==> src/rtl/bus_pkg.sv <==
// Shared definitions for the peripheral bus dispatcher.
// Holds the dispatcher state encoding, the number of slave ports and the
// symbolic indices of each slave on the 2-bit port-select field.
package bus_pkg;

  typedef enum logic [1:0] {
    IDLE = 2'd0,
    BUSY = 2'd1,
    DONE = 2'd2
  } state_t;

  localparam int NPORT = 4;

  localparam logic [1:0] PORT_RAM   = 2'd0;
  localparam logic [1:0] PORT_UART  = 2'd1;
  localparam logic [1:0] PORT_TIMER = 2'd2;
  localparam logic [1:0] PORT_GPIO  = 2'd3;

endpackage

==> src/rtl/MUX4.sv <==
// Four-input multiplexer library cell.
// Ports:
//   i_sel        2-bit select
//   i_d0..i_d3   data inputs, WIDTH bits each
//   o_y          selected data
module MUX4 #(
  parameter int WIDTH = 32
) (
  input  logic [1:0]       i_sel,
  input  logic [WIDTH-1:0] i_d0,
  input  logic [WIDTH-1:0] i_d1,
  input  logic [WIDTH-1:0] i_d2,
  input  logic [WIDTH-1:0] i_d3,
  output logic [WIDTH-1:0] o_y
);

  always_comb begin
    o_y = i_d0;
    case (i_sel)
      2'd0:    o_y = i_d0;
      2'd1:    o_y = i_d1;
      2'd2:    o_y = i_d2;
      default: o_y = i_d3;
    endcase
  end

endmodule

==> src/rtl/bus_timeout_cnt.sv <==
// 8-bit wait-cycle counter used to detect a slave that never answers.
// Ports:
//   i_clk      clock, rising edge
//   i_rstn     synchronous active-low reset
//   i_clr      clear the count to zero (has priority over i_en)
//   i_en       increment the count
//   o_expired  high while the count equals LIMIT
module bus_timeout_cnt #(
  parameter logic [7:0] LIMIT = 8'd15
) (
  input  logic i_clk,
  input  logic i_rstn,
  input  logic i_clr,
  input  logic i_en,
  output logic o_expired
);

  logic [7:0] r_cnt;

  always_ff @(posedge i_clk) begin
    if (!i_rstn) begin
      r_cnt <= 8'd0;
    end else if (i_clr) begin
      r_cnt <= 8'd0;
    end else if (i_en) begin
      r_cnt <= r_cnt + 8'd1;
    end
  end

  assign o_expired = (r_cnt == LIMIT);

endmodule

==> src/rtl/bus_dispatch.sv <==
// Routes one CPU data-memory access at a time to one of four peripheral
// slaves (RAM, UART, timer, GPIO) selected by a 2-bit address field, holds
// the request/ready handshake with that slave and returns its read data.
// A wait-cycle counter ends the access with an error if the slave stalls.
// Ports:
//   clk, rstn            clock and synchronous active-low reset
//   m_req/m_we/m_addr/m_wdata   CPU request side
//   m_ready/m_rdata/m_err       CPU completion pulse, read data, error flag
//   s_req                one-hot slave request
//   s_we/s_addr/s_wdata  registered request payload towards the slaves
//   s_ready/s_rdata      per-slave ready and packed read data
module bus_dispatch
  import bus_pkg::*;
#(
  parameter int               WIDTH   = 32,
  parameter int               SEL_LSB = 12,
  parameter int               TIMEOUT = 16,
  parameter logic [NPORT-1:0] PORT_EN = 4'b1111
) (
  input  logic                   clk,
  input  logic                   rstn,
  input  logic                   m_req,
  input  logic                   m_we,
  input  logic [31:0]            m_addr,
  input  logic [WIDTH-1:0]       m_wdata,
  output logic                   m_ready,
  output logic [WIDTH-1:0]       m_rdata,
  output logic                   m_err,
  output logic [NPORT-1:0]       s_req,
  output logic                   s_we,
  output logic [31:0]            s_addr,
  output logic [WIDTH-1:0]       s_wdata,
  input  logic [NPORT-1:0]       s_ready,
  input  logic [NPORT*WIDTH-1:0] s_rdata
);

  state_t             r_state;
  state_t             w_state_nxt;
  logic [1:0]         w_idx;
  logic [1:0]         r_idx;
  logic               w_port_ok;
  logic               w_busy;
  logic               w_sel_ready;
  logic               w_expired;
  logic [WIDTH-1:0]   w_sel_rdata;
  logic [NPORT-1:0]   r_s_req;
  logic               r_s_we;
  logic [31:0]        r_s_addr;
  logic [WIDTH-1:0]   r_s_wdata;
  logic [WIDTH-1:0]   r_m_rdata;
  logic               r_m_err;

  assign w_idx       = m_addr[SEL_LSB+1:SEL_LSB];
  assign w_port_ok   = PORT_EN[w_idx];
  assign w_busy      = (r_state == BUSY);
  // Only the latched port's ready matters; other bits are distractors.
  assign w_sel_ready = s_ready[r_idx];

  MUX4 #(.WIDTH(WIDTH)) u_rdata_mux (
    .i_sel (r_idx),
    .i_d0  (s_rdata[0*WIDTH +: WIDTH]),
    .i_d1  (s_rdata[1*WIDTH +: WIDTH]),
    .i_d2  (s_rdata[2*WIDTH +: WIDTH]),
    .i_d3  (s_rdata[3*WIDTH +: WIDTH]),
    .o_y   (w_sel_rdata)
  );

  // Count is 0 in the first BUSY cycle, so hitting TIMEOUT-1 means the
  // slave has been waited on for TIMEOUT cycles.
  bus_timeout_cnt #(.LIMIT(8'(TIMEOUT - 1))) u_timeout (
    .i_clk     (clk),
    .i_rstn    (rstn),
    .i_clr     (!w_busy),
    .i_en      (w_busy),
    .o_expired (w_expired)
  );

  always_ff @(posedge clk) begin
    if (!rstn) begin
      r_state <= IDLE;
    end else begin
      r_state <= w_state_nxt;
    end
  end

  always_comb begin
    w_state_nxt = r_state;
    case (r_state)
      IDLE: if (m_req) w_state_nxt = w_port_ok ? BUSY : DONE;
      BUSY: if (w_sel_ready || w_expired) w_state_nxt = DONE;
      DONE: w_state_nxt = IDLE;
      default: w_state_nxt = IDLE;
    endcase
  end

  always_ff @(posedge clk) begin
    if (!rstn) begin
      r_idx     <= 2'd0;
      r_s_req   <= '0;
      r_s_we    <= 1'b0;
      r_s_addr  <= '0;
      r_s_wdata <= '0;
      r_m_rdata <= '0;
      r_m_err   <= 1'b0;
    end else begin
      case (r_state)
        IDLE: begin
          if (m_req) begin
            r_idx     <= w_idx;
            r_s_we    <= m_we;
            r_s_addr  <= m_addr;
            r_s_wdata <= m_wdata;
            if (w_port_ok) begin
              r_s_req <= NPORT'(1) << w_idx;
            end else begin
              r_m_rdata <= '0;
              r_m_err   <= 1'b1;
            end
          end
        end
        BUSY: begin
          // Ready has priority over a timeout in the same cycle.
          if (w_sel_ready) begin
            r_m_rdata <= w_sel_rdata;
            r_m_err   <= 1'b0;
            r_s_req   <= '0;
          end else if (w_expired) begin
            r_m_rdata <= '0;
            r_m_err   <= 1'b1;
            r_s_req   <= '0;
          end
        end
        default: ;
      endcase
    end
  end

  assign m_ready = (r_state == DONE);
  assign m_rdata = r_m_rdata;
  assign m_err   = r_m_err;
  assign s_req   = r_s_req;
  assign s_we    = r_s_we;
  assign s_addr  = r_s_addr;
  assign s_wdata = r_s_wdata;

endmodule

==> config.mk <==
export PLATFORM = sky130hd
export DESIGN_NAME = bus_dispatch
export DESIGN_NICKNAME = d
export VERILOG_FILES = /design/src/rtl/bus_pkg.sv /design/src/rtl/MUX4.sv /design/src/rtl/bus_timeout_cnt.sv /design/src/rtl/bus_dispatch.sv
export SDC_FILE = /design/constraint.sdc
export NUM_CORES = 1
export LEC_CHECK = 0
export CAP_MARGIN = 20
export CORE_MARGIN = 2
export CORE_UTILIZATION = 37
export CTS_CLUSTER_SIZE = 10
export DETAILED_ROUTE_END_ITERATION = 8
export PLACE_DENSITY_LB_ADDON = 0.3
export SLEW_MARGIN = 20
export SYNTH_ARGS = -nofsm -noshare
export SYNTH_HDL_FRONTEND = slang
export SYNTH_HIERARCHICAL = 1
export SYNTH_SLANG_ARGS = --single-unit
==> constraint.sdc <==
create_clock -name clk -period 2.7 [get_ports clk]
set_clock_uncertainty 0.1 [all_clocks]
set_input_delay 0.405 -clock clk [delete_from_list [all_inputs] [get_ports clk]]
set_output_delay 0.405 -clock clk [all_outputs]
set_load 0.005 [all_outputs]
==> results.ini <==
[timing]
hold_violations = 0
fin_hold_ws_ps = 354
fin_crit_ps = 2250
fmax_mhz = 444
tns_ps = 0
slew_headroom_pct = 68.7
setup_viol = 0
fin_ws_ps = 446
slew_violations = 0
rsz0062_at_grt = no
fin_crit_sh_pct = 83.5
worst_slew_pin_slew_ps = 469

[yosys]
ys_top_cells_by_count = 132 x nand2_1, 112 x dfxtp_1, 69 x a21oi_1
async_reset_ff_share_pct = 0
yosysUniqueCellTypes = 36
synthTopCellsByArea = dfxtp_1 47%, mux4_2 15%, nand2_1 10%
yosysMostFrequentCell = nand2_1
synth_ff_type = dfxtp_1
seq_area_frac_synth_pct = 46.9
yosysTopAreaCell = dfxtp_1
synthCells = 471
syn_nets = 672
avgSynthCellArea_um2 = 10.1
synth_top_area_share_pct = 46.9
ys_ff_latch = 112
yosys_warnings = 6
synth-edff-count = 0
synth_area_um2 = 4780

[placement]
place_inst = 913
place_area_um2 = 7870
port_buffers = 302
routabilityCongestion = 0.851
dp_slack_ps = 415
hpwl_um = 12400

[route]
first_pass_iters = 4
antenna_left = 0
drtIter0Drc = 286
vias = 4751
wl_per_cell_um = 17.6
drc = 0
wl_um = 16300
viasPerCell = 5.11

[critical_path]
r2r_slack_ps = 760
reg2reg_depth = 7
worstReg2RegEnd = m_rdata[9]
reg2reg_from = u_timeout/r_cnt[0]
crit_path_end_kind = output pin
path_max_fanout = 34
worst-setup-path-type = reg -> out
crit_chain = buf_4 > clkdlybuf4s50_1
cp.required_ps = 2190
cp.arrival_ps = 1750
cp_slowest_cell = clkdlybuf4s50_1
slowest_delay_ps = 610
cp-startpoint = s_addr[13]
crit_end = s_addr[13]
startpoint_type = flip-flop

[pwr]
power_density_nw_per_um2 = 496
ir_worst_vdd_v = 0.000305
p_leak_uw = 0.00294

[floorplan]
io_pins = 303
die_y_um = 118
fp.dieW_um = 118
die_area_um2 = 13800
start_util_pct = 37.9
rows = 41
fp.coreArea_um2 = 12600

[clock_network]
cts_sinks = 112
cts_max_level = 3
root_buffer = clkbuf_16
cts_tree = done
cts-resized-gates = 0
post_cts_buffers = 0
cts_buffers = 9
clk_pin_slew_ps = 70
ctsLongestPathBuffers = 2
clock_latency_ps = 340
cts_hold_buf = 0

[global_routing]
antenna_found_initial = 1
grt_pass1_wl_um = 25300
grt_use_total_pct = 23.2
grt_pass1_vias = 4691
grt_start_max_net_pins = 68
grt_overflow = 0

[min_path]
min_path_cells = 2
holdCritPathClass = reg -> reg

[cells_and_area]
fin_area_um2 = 8160
area_delta_synth_final_pct = 70.8
nets = 953
final-seq-area_um2 = 2240
drive_above_1_share_pct = 8.20
final_cells = 929
fill_cells = 1034
multi_input_area_um2 = 2250

[job]
maxCapViolCount = 0

[outcome]
outcome = finished clean

## worst min path at each step
stage	from	to
6_report	s_wdata[11]	s_wdata[11]
5_1_grt	s_wdata[11]	s_wdata[11]
4_1_cts	s_wdata[29]	s_wdata[29]
3_5_place_dp	s_wdata[21]	s_wdata[21]
3_3_place_gp	s_addr[29]	s_addr[29]
2_1_floorplan	s_addr[0]	s_addr[0]
## metal layers
layer,up-vias,GRT usage [%],share of wire [%]
met5,-,0,0
met4,0,7.83,1.7
met3,17,8.43,9.4
met2,198,40.8,51
met1,2273,25.8,38
li1,2263,-,-
## worst max-delay path, delay by kind of cell (launching register included)
| family | cells | cell delay, ps |
|---|---|---|
| buf+inv | 2 | 1030 |
| flops | 1 | 370 |
## cells by family (layout without fill, tap and decap cells)
family | count (synthesis) | after routing | share of synthesized area [%]
buffers and inverters | 45 | 330 | 6.00
AND/OR/NAND/NOR | 164 | 164 | 14.6
multiplexers | 34 | 34 | 15.9
adder cells (fa/ha/maj) | 1 | 1 | 0.262
flip-flops | 112 | 112 | 46.9
AO/OA/AOI/OAI | 111 | 111 | 15.6
XOR/XNOR | 4 | 4 | 0.733
other | 0 | 1 | 0
## sequential cells by signal (all words and copies together), names as in the netlist
signal,cells
s_we,1
s_wdata,32
s_req,4
m_rdata,32
s_addr,31
r_state,2
m_err,1
r_idx,1
u_timeout/r_cnt,8
## power by group
group / leakage [uW] / switching (uW) / internal, uW
logic: 0.00188 / 334 / 593
clock network: 0.000143 / 592 / 717
registers: 0.000915 / 55.1 / 1750
total: 0.00294 / 981 / 3060
## through the flow
stage	power [uW]	util (%)
6_report	4040	64.7
5_1_grt	4230	64.7
4_1_cts	4090	64.7
3_3_place_gp	2750	62.4
2_1_floorplan	2210	-
3_5_place_dp	2780	62.4
## cell usage in the layout (no fill, tap or decap), types with 2 or more instances in the layout
cell type / n
nor4_1: 3
buf_4: 6
xor2_1: 3
nand4_1: 3
a21o_1: 4
inv_1: 2
a21oi_1: 69
clkdlybuf4s50_1: 302
mux4_2: 31
or3_1: 3
buf_12: 4
nand3_1: 2
dfxtp_1: 111
mux4_1: 2
nand2_1: 132
clkinv_2: 2
a32o_1: 32
nor2_1: 7
and4_1: 2
o21ai_0: 3
and3_1: 4
clkbuf_16: 9
nand2b_1: 2
## area by class of cell
type / count / share of cell area (%)
Antenna cell: 1 / 0.0307
Sequential cell: 112 / 27.5
Timing Repair Buffer: 312 / 38.6
Clock buffer: 10 / 2.81
Multi-Input combinational cell: 314 / 27.6
Tap cell: 172 / 2.64
Clock inverter: 5 / 0.705
Inverter: 3 / 0.138
Power figures use the tool's default switching activity.
